[config.mk]
export PLATFORM = sky130hd
export DESIGN_NAME = aq_dtu_halt_ctrl
export DESIGN_NICKNAME = d
export VERILOG_FILES = /design/src/rtl/aq_dtu_halt_ctrl.sv
export SDC_FILE = /design/constraint.sdc
export NUM_CORES = 1
export LEC_CHECK = 0
export ABC_AREA = 1
export ABC_CLOCK_PERIOD_IN_PS = 1700
export CELL_PAD_IN_SITES_DETAIL_PLACEMENT = 0
export CELL_PAD_IN_SITES_GLOBAL_PLACEMENT = 2
export CORE_MARGIN = 2
export CORE_UTILIZATION = 18
export CTS_CLUSTER_SIZE = 16
export DETAILED_ROUTE_END_ITERATION = 10
export PLACE_DENSITY_LB_ADDON = 0.1
export SYNTH_ARGS = -nofsm -noshare
export SYNTH_HDL_FRONTEND = slang
export SYNTH_SLANG_ARGS = --single-unit
[constraint.sdc]
create_clock -name forever_cpuclk -period 1.7 [get_ports forever_cpuclk]
set_input_delay 0.34 -clock forever_cpuclk [delete_from_list [all_inputs] [get_ports forever_cpuclk]]
set_output_delay 0.34 -clock forever_cpuclk [all_outputs]
set_load 0.005 [all_outputs]
[src/rtl/aq_dtu_halt_ctrl.sv]
// Debug halt/resume controller: arbitrates halt-entry events in RUN, hands the
// selected request to the RTU, tracks halted state and runs the resume handshake.
module aq_dtu_halt_ctrl (
    input  logic        forever_cpuclk,
    input  logic        cpurst,
    input  logic        had_dtu_haltreq,
    input  logic        had_dtu_resumereq,
    input  logic        had_dtu_step,
    input  logic        rtu_dtu_retire_vld,
    input  logic [21:0] rtu_dtu_retire_halt_info,
    input  logic        rtu_dtu_retire_ebreak,
    input  logic        pending_halt,
    input  logic [3:0]  dtu_cause,
    input  logic        rtu_dtu_halt_ack,
    input  logic        rtu_dtu_pending_ack,
    input  logic        rtu_yy_xx_dbgon,
    output logic        dtu_rtu_async_halt_req,
    output logic        dtu_rtu_sync_halt_req,
    output logic        dtu_rtu_pending_halt_req,
    output logic        dtu_rtu_resume_req,
    output logic        dtu_had_halted,
    output logic        dtu_had_resumeack,
    output logic [2:0]  dtu_dcsr_cause,
    output logic [3:0]  dtu_trig_cause
);

    typedef enum logic [1:0] {
        RUN      = 2'd0,
        HALT_REQ = 2'd1,
        HALTED   = 2'd2,
        RESUME   = 2'd3
    } state_t;

    localparam logic [2:0] CAUSE_EBREAK  = 3'd1;
    localparam logic [2:0] CAUSE_TRIGGER = 3'd2;
    localparam logic [2:0] CAUSE_HALTREQ = 3'd3;
    localparam logic [2:0] CAUSE_STEP    = 3'd4;

    state_t      state_reg, state_next;
    logic        async_req_reg, async_req_next;
    logic        sync_req_reg, sync_req_next;
    logic        pend_req_reg, pend_req_next;
    logic        resumeack_reg, resumeack_next;
    logic        step_armed_reg, step_armed_next;
    logic [2:0]  cause_reg, cause_next;
    logic [3:0]  trig_cause_reg, trig_cause_next;

    logic trig_hit, ebreak_hit, step_hit;

    assign trig_hit   = rtu_dtu_retire_vld && (|rtu_dtu_retire_halt_info);
    assign ebreak_hit = rtu_dtu_retire_vld && rtu_dtu_retire_ebreak;
    assign step_hit   = step_armed_reg && rtu_dtu_retire_vld;

    always_comb begin
        state_next      = state_reg;
        async_req_next  = async_req_reg;
        sync_req_next   = sync_req_reg;
        pend_req_next   = pend_req_reg;
        resumeack_next  = 1'b0;
        step_armed_next = step_armed_reg;
        cause_next      = cause_reg;
        trig_cause_next = trig_cause_reg;

        case (state_reg)
            RUN: begin
                // Priority: trigger > ebreak > pending > step > haltreq
                if (trig_hit) begin
                    state_next      = HALT_REQ;
                    sync_req_next   = 1'b1;
                    cause_next      = CAUSE_TRIGGER;
                    trig_cause_next = dtu_cause;
                end else if (ebreak_hit) begin
                    state_next    = HALT_REQ;
                    sync_req_next = 1'b1;
                    cause_next    = CAUSE_EBREAK;
                end else if (pending_halt) begin
                    state_next    = HALT_REQ;
                    pend_req_next = 1'b1;
                    cause_next    = CAUSE_TRIGGER;
                end else if (step_hit) begin
                    state_next    = HALT_REQ;
                    sync_req_next = 1'b1;
                    cause_next    = CAUSE_STEP;
                end else if (had_dtu_haltreq) begin
                    state_next     = HALT_REQ;
                    async_req_next = 1'b1;
                    cause_next     = CAUSE_HALTREQ;
                end

                if (state_next == HALT_REQ || rtu_dtu_retire_vld)
                    step_armed_next = 1'b0;
            end
            HALT_REQ: begin
                // A pending request converts to a sync request once the RTU takes it
                if (pend_req_reg) begin
                    if (rtu_dtu_pending_ack) begin
                        pend_req_next = 1'b0;
                        sync_req_next = 1'b1;
                    end
                end else if (rtu_dtu_halt_ack) begin
                    state_next     = HALTED;
                    async_req_next = 1'b0;
                    sync_req_next  = 1'b0;
                end
            end
            HALTED: begin
                if (had_dtu_resumereq)
                    state_next = RESUME;
            end
            RESUME: begin
                if (!rtu_yy_xx_dbgon) begin
                    state_next      = RUN;
                    resumeack_next  = 1'b1;
                    step_armed_next = had_dtu_step;
                end
            end
            default: state_next = RUN;
        endcase
    end

    always_ff @(posedge forever_cpuclk) begin
        if (cpurst) begin
            state_reg      <= RUN;
            async_req_reg  <= 1'b0;
            sync_req_reg   <= 1'b0;
            pend_req_reg   <= 1'b0;
            resumeack_reg  <= 1'b0;
            step_armed_reg <= 1'b0;
            cause_reg      <= 3'd0;
            trig_cause_reg <= 4'd0;
        end else begin
            state_reg      <= state_next;
            async_req_reg  <= async_req_next;
            sync_req_reg   <= sync_req_next;
            pend_req_reg   <= pend_req_next;
            resumeack_reg  <= resumeack_next;
            step_armed_reg <= step_armed_next;
            cause_reg      <= cause_next;
            trig_cause_reg <= trig_cause_next;
        end
    end

    assign dtu_rtu_async_halt_req   = async_req_reg;
    assign dtu_rtu_sync_halt_req    = sync_req_reg;
    assign dtu_rtu_pending_halt_req = pend_req_reg;
    assign dtu_rtu_resume_req       = (state_reg == RESUME);
    assign dtu_had_halted           = (state_reg == HALTED) && rtu_yy_xx_dbgon;
    assign dtu_had_resumeack        = resumeack_reg;
    assign dtu_dcsr_cause           = cause_reg;
    assign dtu_trig_cause           = trig_cause_reg;

endmodule

---- After elaboration in Yosys (flattened, before gate mapping) ----
Cells that the tools add are included.
cells by class
  add/sub/neg operators ................... 0
  multiply operators ...................... 0
  div/mod/pow operators ................... 0
  order comparisons ....................... 0
  equality and inequality tests ........... 19
  shift-type cells ........................ 0
  multiplexer cells ....................... 41
  bitwise logic cells ..................... 1
  reductions and logical operators ........ 18
operator list
  kind                                                              number
  2-bit != test (second input constant)                             11
  22-bit OR reduction                                               1
  1-bit 2-to-1 mux                                                  21
  2-bit 2-to-1 mux                                                  10
  3-bit 2-to-1 mux                                                  5
  4-bit != test (second input constant)                             2
  1-bit case mux with 2 select lines                                4
  2-bit case mux with 4 select lines                                1
  4-bit AND reduction                                               2
  8-bit AND reduction                                               1
  3-bit != test (second input constant)                             2
  5-bit AND reduction                                               1
  5-bit nonzero test                                                1
  2-bit by 1-bit == test with 1-bit output (second input constant)  2
  2-bit == test (second input constant)                             2
  1-bit logical AND                                                 4
  2-bit AND reduction                                               2
  2-bit nonzero test                                                2
  3-bit AND reduction                                               1
  2-bit zero test                                                   1
  2-bit OR reduction                                                1
  1-bit logical OR                                                  1
  1-bit inverter                                                    1
storage, ports and cells
  flip-flop bits (word level) ............. 14
  latch bits .............................. 0
  memory bits (writable) .................. 0
  ROM bits ................................ 0
  input port bits ......................... 37
  word-level logic and storage cells ...... 87
  memories kept ........................... 0

---- Logic depth before layout (Yosys ltp) ----
Gate-level depths: netlist (run 1).
  word-level depth ........................ 10
  depth in mapped cells ................... 10
  depth with buffers taken out ............ 9

---- Worst setup path before layout (run 1) ----
OpenSTA, ideal clock, no wires.
  kind .................................... flip-flop to flip-flop
  start point ............................. register state_reg[0]
  end point ............................... register step_armed_reg
  data arrival time ....................... 1.238 ns
  data required time ...................... 1.583 ns
  slack ................................... 0.344 ns
  cell stages (with the launch flop) ...... 7
  path buffers ............................ 1
  path through ............................ dfxtp_1 > inv_1 > ha_1 > buf_2 > o21a_1 > a21oi_1 > nor3_2
on the way
  longest elaborated chain between the ends .. 10
  elaborated cells on any way between the ends .. 15
  classes of those cells .................. 4 x eq/ne; 7 x mux; 4 x reduce/logical
ends and longest elaborated chain
  what                                      RTL line  text
  start, declared                           39        state_t state_reg, state_next;
  start signal, assigned                    132       state_reg <= state_next;
  2-bit 2-to-1 mux                          84        end else if (had_dtu_haltreq) begin
  2-bit 2-to-1 mux                          80        end else if (step_hit) begin
  2-bit 2-to-1 mux                          76        end else if (pending_halt) begin
  2-bit 2-to-1 mux                          72        end else if (ebreak_hit) begin
  2-bit 2-to-1 mux                          67        if (trig_hit) begin
  2-bit 2-to-1 mux                          64        case (state_reg)
  2-bit by 1-bit == test with 1-bit output  90        if (state_next == HALT_REQ || rtu_dtu_retire_vld)
  1-bit logical OR                          90
  2-bit != test (no source line)            --
  3-bit AND reduction (no source line)      --
  end signal, assigned                      137       step_armed_reg <= step_armed_next;
  end, declared                             44        logic step_armed_reg, step_armed_next;
Parallel ways exist; a longest one is shown, timed or not. The select of a mux whose other input is x is not followed.
A chain may end at the register's enable or synchronous reset.

---- Worst setup path in the final report (run 1) ----
  start point ............................. register state_reg[0]
  end point ............................... output dtu_rtu_resume_req
on the way
  longest elaborated chain between the ends .. 1
ends and longest elaborated chain
  what           RTL line  text
  2-bit == test  146       assign dtu_rtu_resume_req = (state_reg == RESUME);
  end, declared  20        output logic dtu_rtu_resume_req,
No other way between the ends.

==> out/results.txt, run 1 <==
Compound-Gate Fraction of Synth Area: 0.178
Synth Area in Adders: 0.0561
R2r endpoint: step_armed_reg
Minimum clock period: 1.65 ns
Final Hold Vio Count: 0
Critical path depth: 2
Skew final: 0.00268 ns
LEAKAGE: 0.703 nW
Ys flop type: dfxtp_1
Root buf cell: clkbuf_8
Mapped Nets: 177
Cell variety after synth: 24
Worst Path Arrival: 1.31 ns
RSZ-0062 raised after global routing: yes
Routed len/inst: 10.6 um
CP startpoint kind: flop
Post-route cell area: 1680 um2
Total power: 2.11 mW
Std-Cell Rows: 25
# nets final: 249
Post-Synth XOR/XNOR Area: 0
Die width: 74.4 um
Period Utilization, post-route: 0.971
Flop-to-flop setup slack: 0.17 ns
Worst-path maximum fanout: 5
Fin worst setup slack: 0.0494 ns
Mux cell area share after synthesis: 0
Mapped Avg Cell Area: 6.56 um2
Pre-CTS WS: -0.129 ns
Crit path launch: state_reg[0]
Simple-Gate Fraction of Synth Area: 0.362
Crit-path leading delay family: buffers and inverters
Worst path required time: 1.36 ns
Synth Cell Area: 892 um2
Main combinational cell family by area after synthesis: simple AND/OR/NAND/NOR gates
Antenna violations before repair: 0
Max incr delay on CP: 0.50 ns
Area delta synth->final: 88.8%
Yosys reg bits: 14
Crit path to: dtu_rtu_resume_req
Die area: 5540 um2
H-tree depth: 1
MaxCap Viol Count: 0
Core Area: 4750 um2
Vias in the first global route: 1,049
Pins Over Slew Limit: 0
First DRT Iteration DRCs: 23
Clock Path Buffers: 2
Crit path kind: reg -> out
Outcome: complete, no violations
Inserted Diodes: 0
Remaining global-route overflow: 0
FF-to-FF path depth: 7
CP Cell Sequence: ha_4 -> clkdlybuf4s50_1
Rel. slew slack: 0.793
Via Count: 1,092
Die Y: 74.4 um
Crit end category: primary output
First-pass GRT wire length: 4.88 mm
Routed vias/inst: 3.99
Dpl hpwl: 2.41 mm
VDD IR-drop max: 570 uV
Hold crit path type: reg -> reg
CTS tree: built
Number of flops mapped to enable cells by yosys: 0
ANT nets after route: 0
Slew @ Worst Pin: 0.310 ns
Sink Count: 14
Pin count of the biggest net entering global routing: 9
Yosys warnings: 0
Ys async rst share: 0
Power per Cell Area: 1250 nW/um2
Initial core utilization: 0.188
Total Routing Usage GR: 0.115
Fmax: 606 MHz
Clk pin slew, worst setup/hold paths: 0.06 ns
DRC viols: 0
Placed cell area: 1590 um2
CTS buffer count: 3
Worst-Skew Late Latency: 0.24 ns
Top-level port count: 50
Post-synthesis instance total: 136
R2R Path Start: state_reg[0]
Share of cells above drive strength 1: 0.198
Placer's final routability congestion estimate: 0.822
Worst path buffer plus inverter count: 1
Port Buffers: 49
Routed WL: 2.89 mm
Endpoints failing setup: 0
Crit-path slowest cell: clkdlybuf4s50_1
Number of flip-flops under the largest register name: 4
Sequential element share of the synthesized area: 0.314
DRT Pass-1 Iters: 5
## power by group
group | internal (mW) | total [mW] | switching (mW) | leakage (nW)
combinational | 0.654 | 1.25 | 0.599 | 0.558
sequential | 0.442 | 0.534 | 0.0915 | 0.116
clock | 0.205 | 0.325 | 0.120 | 0.0288
total | 1.30 | 2.11 | 0.811 | 0.703
## cells by family (layout without fill, tap and decap cells)
family / count (synthesis) / in the layout
buffers and inverters: 19 / 90
adder cells (fa/ha/maj): 4 / 4
flip-flops: 14 / 14
AO/OA/AOI/OAI: 29 / 29
AND/OR/NAND/NOR: 70 / 70
## how the worst min path moves through the flow
stage                      start                 to  slack [ns]  depth (start not counted)
2_1_floorplan             cpurst  dtu_trig_cause[0]        0.41                          1
3_3_place_gp   dtu_trig_cause[0]  dtu_trig_cause[0]        0.46                          2
3_5_place_dp   dtu_trig_cause[3]  dtu_trig_cause[3]        0.46                          2
4_1_cts        dtu_trig_cause[3]  dtu_trig_cause[3]        0.47                          2
5_1_grt        dtu_trig_cause[3]  dtu_trig_cause[3]        0.51                          2
6_report       dtu_trig_cause[3]  dtu_trig_cause[3]        0.46                          2
## layout by cell type, fill, tap and decap left out
cell type / n
dfxtp_4: 1
o21ai_1: 3
o211ai_1: 1
nand4_4: 1
ha_2: 3
nand3_1: 4
inv_2: 4
o21ai_0: 4
clkbuf_8: 4
nand2_2: 1
nor2_2: 2
nand2_1: 30
nand4_1: 3
inv_1: 13
nand3_2: 1
clkdlybuf4s50_1: 48
a21oi_1: 16
o21a_1: 1
buf_4: 20
dfxtp_2: 1
o2111ai_1: 1
nor2_1: 25
nor3_2: 1
dlygate4sd2_1: 1
or2_0: 1
nor3_4: 1
a31oi_1: 2
ha_4: 1
dfxtp_1: 12
o21bai_1: 1
## metal layers
metal | share of wire | GRT usage
met5 | 0 | 0
met4 | 0.018 | 0.0258
met3 | 0.037 | 0.0285
met2 | 0.47 | 0.191
met1 | 0.48 | 0.150
## metrics by stage
step | TNS, ns | hold WS [ns] | utilization | std cells
6_report | 0 | 0.464 | 0.354 | 274
5_1_grt | -0.0346 | 0.506 | 0.354 | 274
4_1_cts | -0.00298 | 0.468 | 0.352 | 274
3_5_place_dp | -0.787 | 0.458 | 0.335 | 269
3_3_place_gp | -0.708 | 0.456 | 0.335 | 269
2_1_floorplan | 0 | 0.409 | - | 136
## cell type report
type / instances / area, um2
Fill cell: 521 / 3070
Timing Repair Buffer: 69 / 639
Multi-Input combinational cell: 103 / 557
Sequential cell: 14 / 285
Tap cell: 67 / 83.8
Inverter: 17 / 63.8
Clock buffer: 4 / 55.1
## what timing repair did
item / in CTS / in global routing
hold buffers: 0 / 0
buffers inserted: 1 / 0
hold endpoints to repair: 0 / 0
gates resized for setup: 7 / 7
setup endpoints to repair: 2 / 7
## synth_stat cells (2+ instances only)
cell type / n / area share
nand3_1: 4 / 0.022
o21ai_1: 2 / 0.011
nand2_1: 30 / 0.13
inv_1: 15 / 0.063
inv_2: 2 / 0.0084
ha_1: 4 / 0.056
nand4_1: 3 / 0.021
a21oi_1: 16 / 0.090
o21ai_0: 5 / 0.028
nor2_1: 27 / 0.11
dfxtp_1: 14 / 0.31
a31oi_1: 2 / 0.014
## tightest hold or removal path: stages (launching register included)
cell,delay [ns]
dfxtp_1,0.31
nand2_1,0.06
a21oi_1,0.05
No activity file was read; power rests on OpenSTA's default activity.
==> run 2, diff against run 1 <==
- SLEW_MARGIN: not set -> 20
==> results of run 2 <==
The final DEF is identical to that of run 1; final timing and power are the same.
